## config.mk

```make
export PLATFORM = sky130hd
export DESIGN_NAME = layer_input_streamer
export DESIGN_NICKNAME = d
export VERILOG_FILES = /design/src/rtl/layer_input_streamer.sv
export SDC_FILE = /design/constraint.sdc
export NUM_CORES = 1
export LEC_CHECK = 0
export CAP_MARGIN = 10
export CORE_MARGIN = 10
export CORE_UTILIZATION = 29
export DETAILED_ROUTE_END_ITERATION = 16
export PLACE_DENSITY = 0.67
export SLEW_MARGIN = 10
export SYNTH_ARGS = -nofsm -noshare
export SYNTH_HDL_FRONTEND = slang
export SYNTH_SLANG_ARGS = --single-unit
```

## constraint.sdc

```tcl
create_clock -name clk -period 18.9 [get_ports clk]
set_input_delay 2.835 -clock clk [delete_from_list [all_inputs] [get_ports clk]]
set_output_delay 2.835 -clock clk [all_outputs]
set_load 0.05 [all_outputs]
```

## src/rtl/layer_input_streamer.sv

```systemverilog
// Captures either the external input vector or the zero-extended hidden vector and
// streams it out as LANES-wide beats. Optional macro SHORT_HID_STREAM_EN trims hidden-sourced streams.
module layer_input_streamer #(
   parameter int DATA_W  = 8,
   parameter int IN_LEN  = 62,
   parameter int HID_LEN = 30,
   parameter int LANES   = 8,
   localparam int NB     = (IN_LEN + LANES - 1) / LANES,
   localparam int IDX_W  = (NB > 1) ? $clog2(NB) : 1
) (
   input  logic                       clk,
   input  logic                       rst,
   input  logic                       input_sel,
   input  logic                       reg_sel,
   input  logic                       start,
   input  logic [IN_LEN*DATA_W-1:0]   in,
   input  logic [HID_LEN*DATA_W-1:0]  reg_hid,
   output logic [LANES*DATA_W-1:0]    out_data,
   output logic                       out_valid,
   input  logic                       out_ready,
   output logic                       out_last,
   output logic [IDX_W-1:0]           out_idx,
   output logic                       busy,
   output logic                       sel_err
);

   localparam int BUF_W = NB * LANES * DATA_W;
   localparam int NBH   = (HID_LEN + LANES - 1) / LANES;

   localparam logic [0:0] IDLE   = 1'b0;
   localparam logic [0:0] STREAM = 1'b1;

   localparam logic [IDX_W-1:0] LAST_EXT = IDX_W'(NB - 1);
`ifdef SHORT_HID_STREAM_EN
   localparam logic [IDX_W-1:0] LAST_HID = IDX_W'(NBH - 1);
`else
   localparam logic [IDX_W-1:0] LAST_HID = LAST_EXT;
`endif

   logic [0:0]       state;
   logic [IDX_W-1:0] idx_p0;
   logic [IDX_W-1:0] last_idx_p0;
   logic             sel_err_p0;
   logic [BUF_W-1:0] cap_buf;
   logic [BUF_W-1:0] ext_pad;
   logic [BUF_W-1:0] hid_pad;

   // Zero padding fills both the hidden tail and the positions past IN_LEN in the final beat.
   always_comb begin
      ext_pad = '0;
      ext_pad[IN_LEN*DATA_W-1:0] = in;
   end

   always_comb begin
      hid_pad = '0;
      hid_pad[HID_LEN*DATA_W-1:0] = reg_hid;
   end

   always_ff @(posedge clk or posedge rst) begin
      if (rst) begin
         state       <= IDLE;
         idx_p0      <= '0;
         last_idx_p0 <= '0;
         sel_err_p0  <= 1'b0;
         cap_buf     <= '0;
      end else begin
         sel_err_p0 <= 1'b0;
         case (state)
            IDLE: begin
               if (start) begin
                  if (input_sel) begin
                     cap_buf     <= ext_pad;
                     last_idx_p0 <= LAST_EXT;
                     idx_p0      <= '0;
                     state       <= STREAM;
                  end else if (reg_sel) begin
                     cap_buf     <= hid_pad;
                     last_idx_p0 <= LAST_HID;
                     idx_p0      <= '0;
                     state       <= STREAM;
                  end else begin
                     sel_err_p0 <= 1'b1;
                  end
               end
            end
            STREAM: begin
               if (out_ready) begin
                  if (idx_p0 == last_idx_p0) begin
                     idx_p0 <= '0;
                     state  <= IDLE;
                  end else begin
                     idx_p0 <= idx_p0 + 1'b1;
                  end
               end
            end
            default: state <= IDLE;
         endcase
      end
   end

   // Beat selection is a plain mux of the capture buffer so data holds while stalled.
   always_comb begin
      out_data = '0;
      for (int l = 0; l < LANES; l++) begin
         out_data[l*DATA_W +: DATA_W] = cap_buf[(int'(idx_p0) * LANES + l) * DATA_W +: DATA_W];
      end
   end

   assign out_valid = (state == STREAM);
   assign busy      = (state == STREAM);
   assign out_idx   = idx_p0;
   assign out_last  = (state == STREAM) && (idx_p0 == last_idx_p0);
   assign sel_err   = sel_err_p0;

endmodule

```

---- Word-level counts from Yosys, hierarchy flattened ----
Index checks and enable logic that the tools add are counted.
operators by class
  bitwise operators ....................... 1
  reductions and logical operators ........ 4
  $mul .................................... 0
  shift operators ......................... 8
  muxes and demuxes ....................... 20
  add/sub/neg operators ................... 8
  divide/modulo/power cells ............... 0
  $lt $le $gt $ge ......................... 0
  eq/ne operators ......................... 4
operator list
  cell                   count
  $shiftx A512 B11 Y8    7
  $mux W512              2
  $shiftx A512 B10 Y8    1
  $add A6 B3 Y7 const B  4
  $mux W3                7
  $add A6 B2 Y7 const B  2
  $mux W1                9
  $add A6 B1 Y7 const B  1
  $pmux W3 S2            1
  $reduce_and A3 Y1      2
  $ne A2 B2 Y1 const B   2
  $add A3 B1 Y3 const B  1
  $eq A3 B3 Y1           1
  $ne A3 B3 Y1 const B   1
  $pmux W1 S2            1
  $reduce_bool A2 Y1     1
  $logic_and A1 B1 Y1    1
  $not A1 Y1             1
word-level totals
  logic and storage cells ................. 50
  bits in latches ......................... 0
  register bits after elaboration ......... 520
  memories ................................ 0
  output and inout port bits .............. 71
  memory bits (writable) .................. 0
  ROM bits ................................ 0

---- Depth between registers and ports, before layout ----
Gate-level depths: netlist (run 1).
  depth in word-level cells ............... 4
  mapped depth ............................ 6
  gate-level depth less buffers ........... 4

---- Least setup slack after synthesis (run 1) ----
Ideal clock, no wire load.
  path type ............................... flip-flop to output port
  start point ............................. reg idx_p0[0], in the netlist out_idx[0]
  end point ............................... out out_data[52]
  required time ........................... 16065 ps
  buffers on the path ..................... 4
  slack ................................... 13366 ps
  stages on the path, launching flop included .. 7
  arrival time ............................ 2699 ps
  path through ............................ dfrtp_1 > buf_6 > buf_8 > buf_8 > nor2_1 > buf_2 > a221oi_1
between the ends
  word-level cells in the longest chain between the ends .. 2
ends and longest elaborated chain
  element                   RTL line  text
  start: declaration        41        logic [IDX_W-1:0] idx_p0;
  start signal: assignment  92        idx_p0 <= idx_p0 + 1'b1;
  $add A6 B3 Y7             105       out_data[l*DATA_W +: DATA_W] = cap_buf[(int'(idx_p0) * LANES + l) * DATA_W +: DATA_W];
  $shiftx A512 B11 Y8       105
  end: declaration          18        output logic [LANES*DATA_W-1:0] out_data,
No other way between the ends.

---- Worst setup path after layout (run 1) ----
  start point ............................. reg idx_p0[0], in the netlist out_idx[0]
  end point ............................... out out_data[13]
between the ends
  word-level cells in the longest chain between the ends .. 2
ends and longest elaborated chain
  element              RTL line
  $add A6 B1 Y7        105
  $shiftx A512 B11 Y8  105
No other way between the ends.

==> impl_metrics.env, run 1 <==
export IMPL_netlist_area_um2=24800
export IMPL_postPlaceCellArea_um2=33700
export IMPL_powerDensity_nw_per_um2=167
export IMPL_slew_headroom=0.283
export IMPL_rsz0062_at_grt="false"
export IMPL_row_count=107
export IMPL_fin_nets=3138
export IMPL_crit_path_start_kind="flop"
export IMPL_wl_per_cell_um=25.0
export IMPL_r2r_end="cap_buf[12]"
export IMPL_top_usage_layer="met2"
export IMPL_cts_buffers=55
export IMPL_ys_warn_count=0
export IMPL_reg2reg_depth=5
export IMPL_crit_end="out_data[13]"
export IMPL_grt_first_pass_wirelength_mm=133
export IMPL_die_w_um=312
export IMPL_fin_ws_ns=12.01
export IMPL_finalMaxSlewViolations=0
export IMPL_total_leakage_power_nw=14.4
export IMPL_dp_slack_ns=12.38
export IMPL_synth_edf_count=0
export IMPL_grt_max_degree=179
export IMPL_setup_viol=0
export IMPL_yosys_cell_types_count=33
export IMPL_ys_ff_latch=502
export IMPL_critPathMaxFanout=42
export IMPL_ctsHoldBuffers=0
export IMPL_clockBufferDepth=3
export IMPL_clock_sinks=502
export IMPL_cts_tree="done"
export IMPL_ff2ff_setup_slack_ns=14.93
export IMPL_antenna_found_initial=25
export IMPL_period_needed_ns=6.89
export IMPL_hold_violations=0
export IMPL_place_congestion=0.880
export IMPL_io_pins=813
export IMPL_dpl_hpwl_mm=67.3
export IMPL_initial_utilization=0.291
export IMPL_root_buffer="clkbuf_16"
export IMPL_r2r_start="busy"
export IMPL_grt_pass1_vias=20100
export IMPL_die_area_um2=97500
export IMPL_ys_seq_area_frac=0.507
export IMPL_grt_met3_usage=0.0506
export IMPL_final_layout_size_suffix_gt1_frac=0.314
export IMPL_cap_violations=0
export IMPL_overflow=0
export IMPL_drt_iter0_markers=1127
export IMPL_hold_depth=1
export IMPL_clkSlewWorstSetupHoldPaths_ns=0.06
export IMPL_min_period_over_period=0.365
export IMPL_grtUsageTotal=0.176
export IMPL_arrival_ns=4.06
export IMPL_postRouteAntennaNets=0
export IMPL_core_area_um2=85000
export IMPL_max_freq_mhz=145
export IMPL_routed_wl_mm=90.1
export IMPL_num_vias=18000
export IMPL_area_growth_pct=44.5
export IMPL_yosys_top_cells_count="528 x mux2_2, 502 x dfrtp_1, 256 x a22o_1"
export IMPL_synth_flop_cell="dfrtp_1"
export IMPL_synth_fp_nets=2402
export IMPL_die_h_um=312
export IMPL_via_per_inst=5.01
export IMPL_stdcell_area_um2=35800
export IMPL_critPathLaunch="out_idx[0]"
export IMPL_hold_class="reg2reg"
export IMPL_dr_pass1_iters=7
export IMPL_met2_usage=0.310
export IMPL_worst_slew_pin_slew_ns=1.08
export IMPL_ir_drop_v=0.000111
export IMPL_critPathKind="reg2out"
export IMPL_synthTopCellsByArea="dfrtp_1 51%, mux2_2 24%, a22o_1 9.0%"
export IMPL_synth_top_area_cell="dfrtp_1"
export IMPL_post_cts_buffers=0
export IMPL_outcome="finished clean"
export IMPL_synth_cells=1659
export IMPL_io_buffers=812
export IMPL_setup_tns_ns=0
export IMPL_drc=0
export IMPL_cts_repair_resize_count=0
export IMPL_synth_async_reset_ratio=1.00
export IMPL_met1_usage=0.207
export IMPL_insertion_delay_ns=0.59
export IMPL_fin_worst_skew_ns=0.0145
export IMPL_synth_most_common_cell="mux2_2"
export IMPL_avgSynthCellArea_um2=14.9
export IMPL_setup_worst_path_end_class="output port"
export IMPL_synth_top_area_frac=0.507
export IMPL_cts_max_level=2
export IMPL_nFillCells=7719
export IMPL_critical_path_required_ns=16.07
## stage by stage
stage	total power, mW	hold slack, ns	cells	util
after detailed placement	4.79	0.490	3482	0.397
final	5.97	0.499	3597	0.421
after global placement	4.72	0.466	3482	0.397
after CTS	6.03	0.504	3581	0.421
after global routing	6.25	0.511	3592	0.421
after floorplan	3.85	0.451	1659	-
## state kept, by name (all words and copies together), names as in the netlist
register / flops
out_idx: 3
busy: 1
sel_err: 1
last_idx_p0: 1
cap_buf: 496
## critical path: stages (launching register included)
cell             delay (ns)
dfrtp_4                0.91
buf_4                  0.78
mux4_2                 0.64
mux2_2                 0.29
clkdlybuf4s50_1        0.72
## metal layers
layer | share of wire | up-vias | wire [um]
met5 | 0.0016 | - | 146
met4 | 0.022 | 22 | 2000
met3 | 0.075 | 126 | 6710
met2 | 0.52 | 681 | 46500
met1 | 0.39 | 9233 | 34700
li1 | - | 7942 | -
## worst min path at each step
stage          slack [ns]      startpoint             end
2_1_floorplan        0.45  last_idx_p0[1]  last_idx_p0[1]
3_3_place_gp         0.47  last_idx_p0[1]  last_idx_p0[1]
3_5_place_dp         0.49    cap_buf[418]    cap_buf[418]
4_1_cts              0.50    cap_buf[418]    cap_buf[418]
5_1_grt              0.51    cap_buf[460]    cap_buf[460]
6_report             0.50    cap_buf[486]    cap_buf[486]
## cell usage in the layout (no fill, tap or decap), types with 2 or more instances in the layout
cell type        instances
clkdlybuf4s50_1        811
diode_2                 16
nand2_1                  3
mux4_2                  96
clkbuf_16               55
clkbuf_8                11
dfrtp_4                  3
nor2b_1                  2
o221a_2                 16
clkinv_2                 9
buf_12                   2
inv_1                   16
bufinv_16               13
buf_4                   19
o21ai_0                  3
inv_6                    4
mux2_2                 528
clkbuf_1                 4
mux2i_1                 48
nor2_1                   2
a22o_1                 256
dfrtp_1                499
a221oi_1                16
clkinvlp_4               2
nand2b_1                 2
## power by group
group	switching, mW	leakage [nW]	internal (mW)
logic	1.36	7.20	1.39
registers	0.386	6.20	1.62
clock network	0.457	1.01	0.754
## final cells by class
type	count	area, um2	share of cell area
Timing Repair Buffer	833	8320	0.232
Clock buffer	70	1540	0.0431
Antenna cell	16	40.0	0.00112
Clock inverter	29	502	0.0140
Tap cell	1144	1430	0.0400
Inverter	17	71.3	0.00199
Sequential cell	502	12600	0.351
Multi-Input combinational cell	986	11300	0.317
## logic make-up after synthesis
family,count (synthesis),synth area share
compound gates,296,0.106
fa+ha+maj,1,0.000505
buf+inv,171,0.0362
flops,502,0.507
mux,672,0.347
simple gates,17,0.00404
(Power assumes the default switching activity.)
==> run 2, diff against run 1 <==
==> constraint.sdc (replaced) <==
create_clock -name clk -period 6.55 [get_ports clk]
set_input_delay 0.9825 -clock clk [delete_from_list [all_inputs] [get_ports clk]]
set_output_delay 0.9825 -clock clk [all_outputs]
set_load 0.05 [all_outputs]
==> run 2 against run 1 <==
Effect of this change: power grew to 2.9 times the previous value; combinational power grew to 2.9 times the previous value; global-route usage grew 0.49 points; non-clock buffer count rose by 4; critical path type unchanged; critical endpoint is now out_data[11]; largest cell class unchanged; highest routed layer unchanged.
==> impl_metrics.env, run 2 (same netlist as run 1, synthesis figures left out) <==
export IMPL_die_h_um=312
export IMPL_largest_register="cap_buf"
export IMPL_rsz0062_at_grt="false"
export IMPL_row_count=107
export IMPL_final_layout_size_suffix_gt1_frac=0.312
export IMPL_hold_class="reg2reg"
export IMPL_overflow=0
export IMPL_outcome="finished clean"
export IMPL_clkSlewWorstSetupHoldPaths_ns=0.06
export IMPL_critPathLaunch="out_idx[1]"
export IMPL_clock_sinks=502
export IMPL_cts_repair_resize_count=0
export IMPL_antenna_found_initial=28
export IMPL_cts_tree="done"
export IMPL_hold_depth=1
export IMPL_r2r_start="busy"
export IMPL_critical_path_required_ns=5.57
export IMPL_cts_buffers=54
export IMPL_cap_violations=0
export IMPL_p_sw_mw=6.38
export IMPL_dpl_hpwl_mm=69.6
export IMPL_total_leakage_power_nw=14.4
export IMPL_dp_slack_ns=2.31
export IMPL_min_period_over_period=0.735
export IMPL_setup_worst_path_end_class="output port"
export IMPL_stdcell_area_um2=35800
export IMPL_die_w_um=312
export IMPL_grt_first_pass_wirelength_mm=136
export IMPL_setup_tns_ns=0
export IMPL_area_growth_pct=44.5
export IMPL_insertion_delay_ns=0.60
export IMPL_post_cts_buffers=0
export IMPL_total_power_mw=17.1
export IMPL_core_area_um2=85000
export IMPL_hold_slack_ns=0.501
export IMPL_crit_path_start_kind="flop"
export IMPL_setup_viol=0
export IMPL_p_sw_frac=0.373
export IMPL_hold_violations=0
export IMPL_final_util=0.421
export IMPL_p_seq_frac=0.342
export IMPL_dpl_cell_count=3486
export IMPL_fin_nets=3141
export IMPL_final_cell_count_no_fill=3598
export IMPL_routed_wl_mm=91.8
export IMPL_reg2reg_depth=4
export IMPL_finalMaxSlewViolations=0
export IMPL_postRouteAntennaNets=0
export IMPL_place_congestion=0.856
export IMPL_grt_max_degree=168
export IMPL_num_vias=17900
export IMPL_final_cell_mix="811 x clkdlybuf4s50_1, 528 x mux2_2, 499 x dfrtp_1, 256 x a22o_1, 96 x mux4_2"
export IMPL_dr_pass1_iters=4
export IMPL_wl_per_cell_um=25.5
export IMPL_worst_slew_pin_slew_ns=1.05
export IMPL_drt_iter0_markers=918
export IMPL_arrival_ns=3.83
export IMPL_drc=0
export IMPL_period_needed_ns=4.81
export IMPL_fin_ws_ns=1.74
export IMPL_max_freq_mhz=208
export IMPL_combPwrFrac=0.464
export IMPL_io_buffers=812
export IMPL_ctsHoldBuffers=0
export IMPL_grt_pass1_vias=20200
export IMPL_grtUsageTotal=0.181
export IMPL_postPlaceCellArea_um2=33800
export IMPL_critPathMaxFanout=56
export IMPL_final_common_cell="clkdlybuf4s50_1"
export IMPL_cts_max_level=2
export IMPL_die_area_um2=97500
export IMPL_internal_power_mw=10.7
export IMPL_largest_reg_flops=496
export IMPL_root_buffer="clkbuf_16"
export IMPL_clockBufferDepth=3
export IMPL_powerDensity_nw_per_um2=478
export IMPL_initial_utilization=0.291
export IMPL_critPathKind="reg2out"
export IMPL_slew_headroom=0.299
export IMPL_min_from="cap_buf[359]"
export IMPL_fin_worst_skew_ns=0.0126
export IMPL_via_per_inst=4.98
export IMPL_pwr_share_clk=0.194
export IMPL_ir_drop_v=0.000407
export IMPL_io_pins=813
==> run 2: worst paths after layout <==
kind / end / slack (ns)
worst min-delay path: cap_buf[359] / 0.50
worst max register to register: cap_buf[184] / 3.65
worst max-delay path: out_data[11] / 1.74
min in group asynchronous: cap_buf[114] / 0.93
max in group asynchronous: cap_buf[410] / 4.20
worst min register to register: cap_buf[359] / 0.50
==> run 2: layer usage <==
| layer | wire, um | global-route usage | vias to the layer above |
|---|---|---|---|
| li1 | - | - | 7910 |
| met1 | 35400 | 0.213 | 9160 |
| met2 | 47600 | 0.320 | 676 |
| met3 | 6540 | 0.0498 | 141 |
| met4 | 2060 | 0.0529 | 26 |
| met5 | 172 | 0 | - |
==> run 2: critical path, stage by stage, from the launching register on <==
cell and delay [ns]:
dfrtp_4 0.87, buf_4 0.80, mux4_2 0.46, mux2_2 0.32, clkdlybuf4s50_1 0.72
==> run 2: power by group through the flow <==
stage	registers, mW	logic, mW	clock network [mW]
global route	6.03	8.38	3.52
finish	5.85	7.94	3.31
floorplan	5.31	5.80	0
detailed placement	5.90	7.99	0
global placement	5.86	7.84	0
CTS	5.86	8.03	3.41
==> run 2: area by class of cell <==
type	instances	area (um2)
Timing Repair Buffer	837	8430
Sequential cell	502	12600
Antenna cell	13	32.5
Tap cell	1144	1430
Clock buffer	77	1560
Inverter	17	67.6
Fill cell	7752	49200
Clock inverter	22	363
Multi-Input combinational cell	986	11300
